### src/rtl/page_stream_in_q_pkg.sv
// Shared definitions for the page stream input queue: default sizes,
// token/occupancy width helpers and the per-cycle queue operation code.
package page_stream_in_q_pkg;

    localparam int DATA_W_DEF = 16;
    localparam int DEPTH_DEF  = 4;
    localparam int SLACK_DEF  = 1;

    // Per-cycle queue operation, encoded as {enq, deq}.
    typedef enum logic [1:0] {
        OP_IDLE = 2'b00,
        OP_DEQ  = 2'b01,
        OP_ENQ  = 2'b10,
        OP_BOTH = 2'b11
    } q_op_e;

    // A token is {data, eos}: eos sits in the LSB, matching the output queues.
    function automatic int token_w(input int data_w);
        return data_w + 1;
    endfunction

    // Occupancy must represent 0..DEPTH inclusive.
    function automatic int occ_w(input int depth);
        return $clog2(depth) + 1;
    endfunction

endpackage

### src/rtl/page_stream_in_q_if.sv
// Handshake bundle of one page input stream: interconnect side (qin_*),
// operator side (qout_*) and status flags.
interface page_stream_in_q_if
    import page_stream_in_q_pkg::*;
#(
    parameter int DATA_W = DATA_W_DEF,
    parameter int DEPTH  = DEPTH_DEF
);
    localparam int OCC_W = occ_w(DEPTH);

    logic [DATA_W-1:0] qin_d;
    logic              qin_e;
    logic              qin_v;
    logic              qin_b;
    logic [DATA_W-1:0] qout_d;
    logic              qout_e;
    logic              qout_v;
    logic              qout_b;
    logic [OCC_W-1:0]  occ;
    logic              eos_seen;
    logic              ovf;

    // Queue view.
    modport slave (
        input  qin_d, qin_e, qin_v, qout_b,
        output qin_b, qout_d, qout_e, qout_v, occ, eos_seen, ovf
    );

    // Environment view: sender plus consumer.
    modport master (
        output qin_d, qin_e, qin_v, qout_b,
        input  qin_b, qout_d, qout_e, qout_v, occ, eos_seen, ovf
    );
endinterface

### src/rtl/page_stream_in_q_regfile.sv
// DEPTH x TOKEN_W token store: one synchronous write port, one
// asynchronous read port. Contents are never reset.
module page_stream_in_q_regfile #(
    parameter int TOKEN_W = 17,
    parameter int DEPTH   = 4,
    parameter int AW      = $clog2(DEPTH)
) (
    input  logic               i_clk,
    input  logic               i_we,
    input  logic [AW-1:0]      i_waddr,
    input  logic [TOKEN_W-1:0] i_wdata,
    input  logic [AW-1:0]      i_raddr,
    output logic [TOKEN_W-1:0] o_rdata
);
    logic [TOKEN_W-1:0] r_mem [DEPTH];

    // Write the incoming token into its slot.
    always_ff @(posedge i_clk) begin
        if (i_we) begin
            r_mem[i_waddr] <= i_wdata;
        end
    end

    assign o_rdata = r_mem[i_raddr];
endmodule

### src/rtl/page_stream_in_q.sv
// Receiver-side per-stream input queue. Accepts {data,eos} tokens from the
// interconnect, raises back-pressure SLACK slots early so tokens already in
// flight still fit, and presents the head token to the operator input port.
// No bypass: a token written at one edge appears on qout after that edge.
module page_stream_in_q
    import page_stream_in_q_pkg::*;
#(
    parameter int DATA_W = DATA_W_DEF,
    parameter int DEPTH  = DEPTH_DEF,
    parameter int SLACK  = SLACK_DEF
) (
    input  logic                  i_clk,
    input  logic                  i_rst,
    page_stream_in_q_if.slave     s_if
);
    localparam int TOKEN_W = token_w(DATA_W);
    localparam int OCC_W   = occ_w(DEPTH);
    localparam int AW      = $clog2(DEPTH);

    logic [AW-1:0]      r_wr_ptr;
    logic [AW-1:0]      r_rd_ptr;
    logic [OCC_W-1:0]   r_occ;
    logic               r_eos_seen;
    logic               r_ovf;

    logic               w_full;
    logic               w_qout_v;
    logic               w_deq;
    logic               w_enq;
    logic               w_drop;
    q_op_e              w_op;
    logic [TOKEN_W-1:0] w_wr_tok;
    logic [TOKEN_W-1:0] w_rd_tok;

    // Full/empty come from occupancy; the pointers alone are ambiguous.
    assign w_full   = (r_occ == OCC_W'(DEPTH));
    assign w_qout_v = !i_rst && (r_occ != '0);
    assign w_deq    = w_qout_v && !s_if.qout_b;
    // A full queue still accepts when the head leaves in the same cycle.
    assign w_enq    = !i_rst && s_if.qin_v && (!w_full || w_deq);
    assign w_drop   = !i_rst && s_if.qin_v && w_full && !w_deq;
    assign w_op     = q_op_e'({w_enq, w_deq});
    assign w_wr_tok = {s_if.qin_d, s_if.qin_e};

    page_stream_in_q_regfile #(
        .TOKEN_W (TOKEN_W),
        .DEPTH   (DEPTH),
        .AW      (AW)
    ) u_regfile (
        .i_clk   (i_clk),
        .i_we    (w_enq),
        .i_waddr (r_wr_ptr),
        .i_wdata (w_wr_tok),
        .i_raddr (r_rd_ptr),
        .o_rdata (w_rd_tok)
    );

    // Pointers, occupancy and sticky status flags.
    always_ff @(posedge i_clk) begin
        if (i_rst) begin
            r_wr_ptr   <= '0;
            r_rd_ptr   <= '0;
            r_occ      <= '0;
            r_eos_seen <= 1'b0;
            r_ovf      <= 1'b0;
        end else begin
            if (w_enq) begin
                r_wr_ptr <= r_wr_ptr + AW'(1);
            end
            if (w_deq) begin
                r_rd_ptr <= r_rd_ptr + AW'(1);
            end
            case (w_op)
                OP_ENQ:  r_occ <= r_occ + OCC_W'(1);
                OP_DEQ:  r_occ <= r_occ - OCC_W'(1);
                default: r_occ <= r_occ;
            endcase
            if (w_drop) begin
                r_ovf <= 1'b1;
            end
            if (w_deq && w_rd_tok[0]) begin
                r_eos_seen <= 1'b1;
            end
        end
    end

    // Back-pressure depends only on registered occupancy (and reset), so the
    // pipelined b wire never sees a path from qin_v or qout_b.
    assign s_if.qin_b    = i_rst || (r_occ >= OCC_W'(DEPTH - SLACK));
    assign s_if.qout_v   = w_qout_v;
    assign s_if.qout_d   = w_rd_tok[TOKEN_W-1:1];
    assign s_if.qout_e   = w_rd_tok[0];
    assign s_if.occ      = r_occ;
    assign s_if.eos_seen = r_eos_seen;
    assign s_if.ovf      = r_ovf;
endmodule

### src/flat_wrapper.sv
// flat-port wrapper written by rule: the top's interface ports become plain ports
module page_stream_in_q_flat import page_stream_in_q_pkg::*;
#(
    parameter int DATA_W = DATA_W_DEF,
    parameter int DEPTH  = DEPTH_DEF,
    parameter int SLACK  = SLACK_DEF
)
  (i_clk, i_rst, s_if_qin_d, s_if_qin_e, s_if_qin_v, s_if_qout_b, s_if_qin_b, s_if_qout_d, s_if_qout_e, s_if_qout_v, s_if_occ, s_if_eos_seen, s_if_ovf);
  page_stream_in_q_if #(.DATA_W(DATA_W), .DEPTH(DEPTH)) s_if_i ();
  input  logic i_clk;
  input  logic i_rst;
  input wire logic [$bits(s_if_i.qin_d)-1:0] s_if_qin_d;
  input wire logic [$bits(s_if_i.qin_e)-1:0] s_if_qin_e;
  input wire logic [$bits(s_if_i.qin_v)-1:0] s_if_qin_v;
  input wire logic [$bits(s_if_i.qout_b)-1:0] s_if_qout_b;
  output wire logic [$bits(s_if_i.qin_b)-1:0] s_if_qin_b;
  output wire logic [$bits(s_if_i.qout_d)-1:0] s_if_qout_d;
  output wire logic [$bits(s_if_i.qout_e)-1:0] s_if_qout_e;
  output wire logic [$bits(s_if_i.qout_v)-1:0] s_if_qout_v;
  output wire logic [$bits(s_if_i.occ)-1:0] s_if_occ;
  output wire logic [$bits(s_if_i.eos_seen)-1:0] s_if_eos_seen;
  output wire logic [$bits(s_if_i.ovf)-1:0] s_if_ovf;
  assign s_if_i.qin_d = s_if_qin_d;
  assign s_if_i.qin_e = s_if_qin_e;
  assign s_if_i.qin_v = s_if_qin_v;
  assign s_if_i.qout_b = s_if_qout_b;
  assign s_if_qin_b = s_if_i.qin_b;
  assign s_if_qout_d = s_if_i.qout_d;
  assign s_if_qout_e = s_if_i.qout_e;
  assign s_if_qout_v = s_if_i.qout_v;
  assign s_if_occ = s_if_i.occ;
  assign s_if_eos_seen = s_if_i.eos_seen;
  assign s_if_ovf = s_if_i.ovf;
  page_stream_in_q #(.DATA_W(DATA_W), .DEPTH(DEPTH), .SLACK(SLACK)) u_core (.i_clk(i_clk), .i_rst(i_rst), .s_if(s_if_i));
endmodule
### config.mk
export PLATFORM = sky130hd
export DESIGN_NAME = page_stream_in_q_flat
export DESIGN_NICKNAME = d
export VERILOG_FILES = /design/src/rtl/page_stream_in_q_pkg.sv /design/src/rtl/page_stream_in_q_if.sv /design/src/rtl/page_stream_in_q_regfile.sv /design/src/rtl/page_stream_in_q.sv /design/src/flat_wrapper.sv
export SDC_FILE = /design/constraint.sdc
export NUM_CORES = 1
export LEC_CHECK = 0
export ABC_AREA = 1
export BUFFER_PORTS_ARGS = -buffer_cell sky130_fd_sc_hd__buf_2
export CAP_MARGIN = 20
export CORE_MARGIN = 5
export CORE_UTILIZATION = 45
export DETAILED_ROUTE_END_ITERATION = 8
export PLACE_DENSITY_LB_ADDON = 0.2
export SETUP_SLACK_MARGIN = 0.4
export SYNTH_ARGS = -nofsm -noshare
export SYNTH_HDL_FRONTEND = slang
export SYNTH_SLANG_ARGS = --single-unit
### constraint.sdc
create_clock -name i_clk -period 1.96 [get_ports i_clk]
set_input_delay 0.098 -clock i_clk [delete_from_list [all_inputs] [get_ports i_clk]]
set_output_delay 0.098 -clock i_clk [all_outputs]
set_load 0.01 [all_outputs]
# Word-level counts from Yosys, hierarchy flattened
# Memories as Yosys holds them, arrays and structs flattened. A register that Yosys moved wholly into a read port is not among the register bits.
# Index checks and enable logic that the tools add are counted.
# Widths: inputs -> output; s select.
# classes
n_addsub	4
n_lt_le_gt_ge	1
eq_ne	3
muxes	5
n_reduce_logical	15
# ops
op	n
$logic_and 1x1->1	7
$pmux 3 s2	1
$add 2x1->2 const B	2
$logic_not 1->1	4
$mux 2	2
$add 3x1->3 const B	1
$eq 3x3->1 const B	1
$ge 3x2->1 const B	1
$reduce_bool 3->1	1
$sub 3x1->3 const B	1
$eq 2x1->1 const B	1
$eq 2x2->1 const B	1
$logic_or 1x1->1	2
$mux 1	2
$reduce_bool 2->1	1
# totals
ff_bits	9
mem_bits_rw	68
in_bits	21
out_inout_bits	24
word_cells	34
memories	1
# mem_list
memory	depth	word_bits	read_ports	rd_ports_with_merged_regs	write_ports	line_no	text
u_core.u_regfile.r_mem	4	17	1	1	1	page_stream_in_q_regfile.sv:15	logic [TOKEN_W-1:0] r_mem [DEPTH];

# Depth between registers and ports, before layout
# depth
ltp_word	7
depth_mapped	12
depth_no_buf	12

# Cells and area by module
# A second synthesis with hierarchy kept.
# unflattened
cells_unflattened	337
hier_area_um2	3399.5
# by_module_without_submodules
module	n_inst	cells_per_inst	area_per_inst_um2	seq_area_each_um2
page_stream_in_q_regfile	1	274	2917.8	2042.0
page_stream_in_q	1	63	481.7	180.2

# Worst setup path after synthesis
# OpenSTA, ideal clock, no wires.
# synth_path
path_kind	flip-flop to flip-flop
startpoint	register u_core.r_occ[0], in the netlist u_core.s_if.occ[0]
endpoint	register u_core.r_occ[2], in the netlist u_core.s_if.occ[2]
setup_ns	0.113
arrival_ns	1.699
required_time_ns	1.847
slack_ns	0.148
stages_incl_launch_ff	11
path_buffers	0
synth_period_minus_slack_ns	1.812
path_cell_list	dfxtp_1 > nor2_1 > o211ai_2 > nand2_4 > ha_1 > inv_1 > fa_1 > a21oi_1 > o21ai_0 > nor2_1 > nor2_1
# synth_between
elab_chain_cells	7
word_cells_on_any_way	13
cone_classes	2 x add/sub; 3 x eq/ne; 1 x mux; 7 x reduce/logical
# synth_lines
element	line_no	text
start, declared	page_stream_in_q.sv:22	logic [OCC_W-1:0] r_occ;
start signal, assigned	page_stream_in_q.sv:74	OP_ENQ: r_occ <= r_occ + OCC_W'(1);
start signal, assigned	page_stream_in_q.sv:75	OP_DEQ: r_occ <= r_occ - OCC_W'(1);
start signal, assigned	page_stream_in_q.sv:76	default: r_occ <= r_occ;
$reduce_bool 3->1	page_stream_in_q.sv:37	assign w_qout_v = !i_rst && (r_occ != '0);
$logic_and 1x1->1	page_stream_in_q.sv:37	
$logic_and 1x1->1	page_stream_in_q.sv:38	assign w_deq = w_qout_v && !s_if.qout_b;
$logic_or 1x1->1	page_stream_in_q.sv:40	assign w_enq = !i_rst && s_if.qin_v && (!w_full || w_deq);
$logic_and 1x1->1	page_stream_in_q.sv:40	
$eq 2x1->1 / $eq 2x2->1 (equally long branches)	page_stream_in_q.sv:73	case (w_op)
$pmux 3 s2 / $reduce_bool 2->1 (equally long branches)	-	
# Several ways; a longest one is shown, not always the timed one.
# A chain may end at the register's enable or synchronous reset.

# Worst setup path in the final report
# layout_path
startpoint	register u_core.r_occ[1], in the netlist u_core.s_if.occ[1]
endpoint	register u_core.r_occ[2], in the netlist u_core.s_if.occ[2]
# Same word-level chain as after synthesis.

==> qor.txt <==
DRC Markers = 0
CTS root buf = clkbuf_8
Reg2Reg Capture Point = u_core.s_if.occ[2]$_SDFFE_PP0P_
worst reg-to-reg setup slack = 240 ps
Chip Width = 93.2 um
register area share after synthesis = 72.6%
# IOs = 45
DR iter-0 viols = 106
die area = 8690 sq um
largest net degree at the start of global routing = 35
fin cells = 421
routed length per placed instance = 15.3 um
Slew Limit Fails = 0
HP Start = s_if_qin_v
TritonCTS clock tree = done
EDFF count, synth = 68
Worst Path Class, Setup = flip-flop to flip-flop
Initial Util = 46.1%
DRT Pass-1 Iters = 5
PortBufs = 44
critical path's slowest cell = dfxtp_4
Vias/cell = 5.08
remaining global-route overflow = 0
Slew headroom = 82.5%
Antenna Nets Post-Route = 0
Final min period = 1720 ps
area share of the largest cell type after synthesis = 65.5%
share of flip-flops with an asynchronous set or reset = 0%
top cells by area, synth = edfxtp_1, dfxtp_1, nor2_1
Clock power frac = 35.6%
vias in the first global route = 2,098
core area = 6760 sq um
# rows = 30
Sw Ratio = 22.6%
startpoint types = flip-flop
CP arrival = 2000 ps
RSZ-0062 raised after global routing = true
pwr dens = 860 nW/um^2
Syn Inst Count = 245
Int Pwr = 2.78 mW
Final Setup Violations = 0
first-pass GRT wire length = 9940 um
Worst Path Max Fanout = 2
Seq pwr share = 52.8%
final clock skew = 13.2 ps
Critical Path Start = u_core.s_if.occ[1]$_SDFFE_PP0P_
Synth Register Bits = 79
worst vdd ir = 0.436 mV
Vias = 2,137
clock sinks = 79
clk_lat worst skew = 350 ps
# diodes = 0
routed wire length = 6460 um
CP Capture Type = flip-flop
Comb pwr share = 11.6%
crit-path cells = nor2_4 > o211ai_4 > nand2_4 > ha_4 > inv_4 > fa_2 > a21oi_2 > o21ai_2 > nand2_1 > nand2_1 > nor2_1
clk slew on worst S/H paths = 70 ps
Cell Area, Synth = 3120 sq um
measured slew at the worst slew-check pin = 262 ps
Pleak = 1.59 nW
syn_nets = 272
final hold violations = 0
setup TNS = 0 ps
CTS Buffer Depth = 2
fin nets = 363
Syn-to-layout area delta = 34.1%
Synth cell types = 24
maximum clock rate = 582 MHz
die height = 93.2 um
Ys Warns = 0
hold endpoint = u_core.s_if.ovf$_SDFFE_PP0P_
Yosys top cell by area = edfxtp_1
initial antenna violation count = 0
Post-Syn Area per Cell = 12.7 sq um
WP data required = 2240 ps
hold depth = 3
Final Cycle Share = 87.7%
Final Util = 61.8%
CP peak stage delay = 350 ps
run status = finished clean
Worst R2R Path Depth = 11
number of H-tree levels = 3
share of cells above drive strength 1 = 33.4%
Max-cap violations = 0
prevailing post-synth register cell = edfxtp_1
min-delay worst type = input pin to flip-flop
cts bufs inserted = 9
switching power = 812 uW
CP most frequent cell = nand2_1
fill count = 537
Total GRT Usage = 15.2%
post-DP HPWL = 3650 um
GP Congestion = 0.712
Placed Cells = 367
worst reg2reg path startpoint = u_core.s_if.occ[1]$_SDFFE_PP0P_
## worst max-delay path, delay by kind of cell (launching register included)
family                   cells  cell delay, ps
adder cells (fa/ha/maj)      2             490
AND/OR/NAND/NOR              5             440
flip-flops                   1             350
buffers and inverters        1              30
AO/OA/AOI/OAI                3             320
## metal layers
metal	track usage, %	vias up	routed length (um)	share of wire [%]
met5	0	-	0	0
met2	26.3	46	3260	51
met3	4.42	8	335	5.2
met1	17.5	1028	2770	43
met4	6.84	0	95	1.5
li1	-	1055	-	-
## registers in the layout (all words and copies together), names as in the netlist, named ones only
register,flops
u_core.s_if.eos_seen,1
u_core.r_wr_ptr,2
u_core.s_if.occ,3
u_core.s_if.ovf,1
u_core.u_regfile.r_mem,68
u_core.r_rd_ptr,2
## placed cells by master, fill, tap and decap left out, drive strengths merged, types with 8 or more instances in the layout
master       synthesis  routed
nand2               19      19
nor2                43      43
o22ai               16      16
buf                  9      69
o21ai               35      35
inv                 21      21
edfxtp              68      68
clkbuf               0      13
a21oi                8       8
dfxtp               11      11
dlygate4sd3          0      17
## synth_stat cells (2+ instances only)
cell type	n
edfxtp_1	68
o21ai_0	23
nand2_1	16
inv_1	17
o21ai_1	12
nor2_2	4
buf_2	9
nand3_1	4
a21oi_1	8
dfxtp_1	11
o22ai_1	16
nand2_2	2
nor2_1	38
ha_1	5
inv_2	3
## power groups by stage
stage | combinational (mW) | clock, mW | sequential, mW
final | 0.416 | 1.28 | 1.90
after global routing | 0.457 | 1.38 | 1.90
after CTS | 0.387 | 1.30 | 1.89
after detailed placement | 0.310 | 0 | 1.93
after global placement | 0.306 | 0 | 1.93
after floorplan | 0.183 | 0 | 1.93
## logic make-up after synthesis
family                   share of synthesized area (%)
buffers and inverters                             4.06
AO/OA/AOI/OAI                                     10.8
adder cells (fa/ha/maj)                           2.65
AND/OR/NAND/NOR                                   9.64
XOR/XNOR                                         0.281
flip-flops                                        72.6
## repair_timing
item / in CTS / in global routing
buffers inserted: 12 / 6
resized for setup: 10 / 20
pin swaps: 7 / 7
hold buffers: 17 / 0
setup endpoints to repair: 19 / 34
endpoints found under the hold margin: 68 / 0
gates cloned: 0 / 3
## final cells by class
type,instances,area [sq um],area share [%]
multi-input combinational,136,782,18.7
timing repair buffer,89,709,17.0
clock inverter,6,85.1,2.04
inverter,21,93.8,2.25
clock buffer,10,128,3.06
tap,80,100,2.40
sequential,79,2280,54.6
## worst max path at each step
stage,end,depth (start not counted)
2_1_floorplan,u_core.s_if.occ[1]$_SDFFE_PP0P_,9
3_3_place_gp,u_core.s_if.occ[1]$_SDFFE_PP0P_,9
3_5_place_dp,u_core.s_if.occ[1]$_SDFFE_PP0P_,9
4_1_cts,u_core.s_if.occ[1]$_SDFFE_PP0P_,10
5_1_grt,u_core.s_if.occ[2]$_SDFFE_PP0P_,11
6_report,u_core.s_if.occ[2]$_SDFFE_PP0P_,11
## stage by stage
| stage | instance area (sq um) | power (mW) | hold slack, ps | setup slack, ps |
|---|---|---|---|---|
| after detailed placement | 3480 | 2.24 | 318 | 175 |
| after CTS | 3980 | 3.58 | 30.8 | 274 |
| after global routing | 4180 | 3.74 | 51.1 | 164 |
| after global placement | 3480 | 2.24 | 314 | 230 |
| final | 4180 | 3.59 | 41.1 | 241 |
| after floorplan | 3160 | 2.12 | 161 | 290 |
Note: power is estimated with default switching activity, not from simulation.
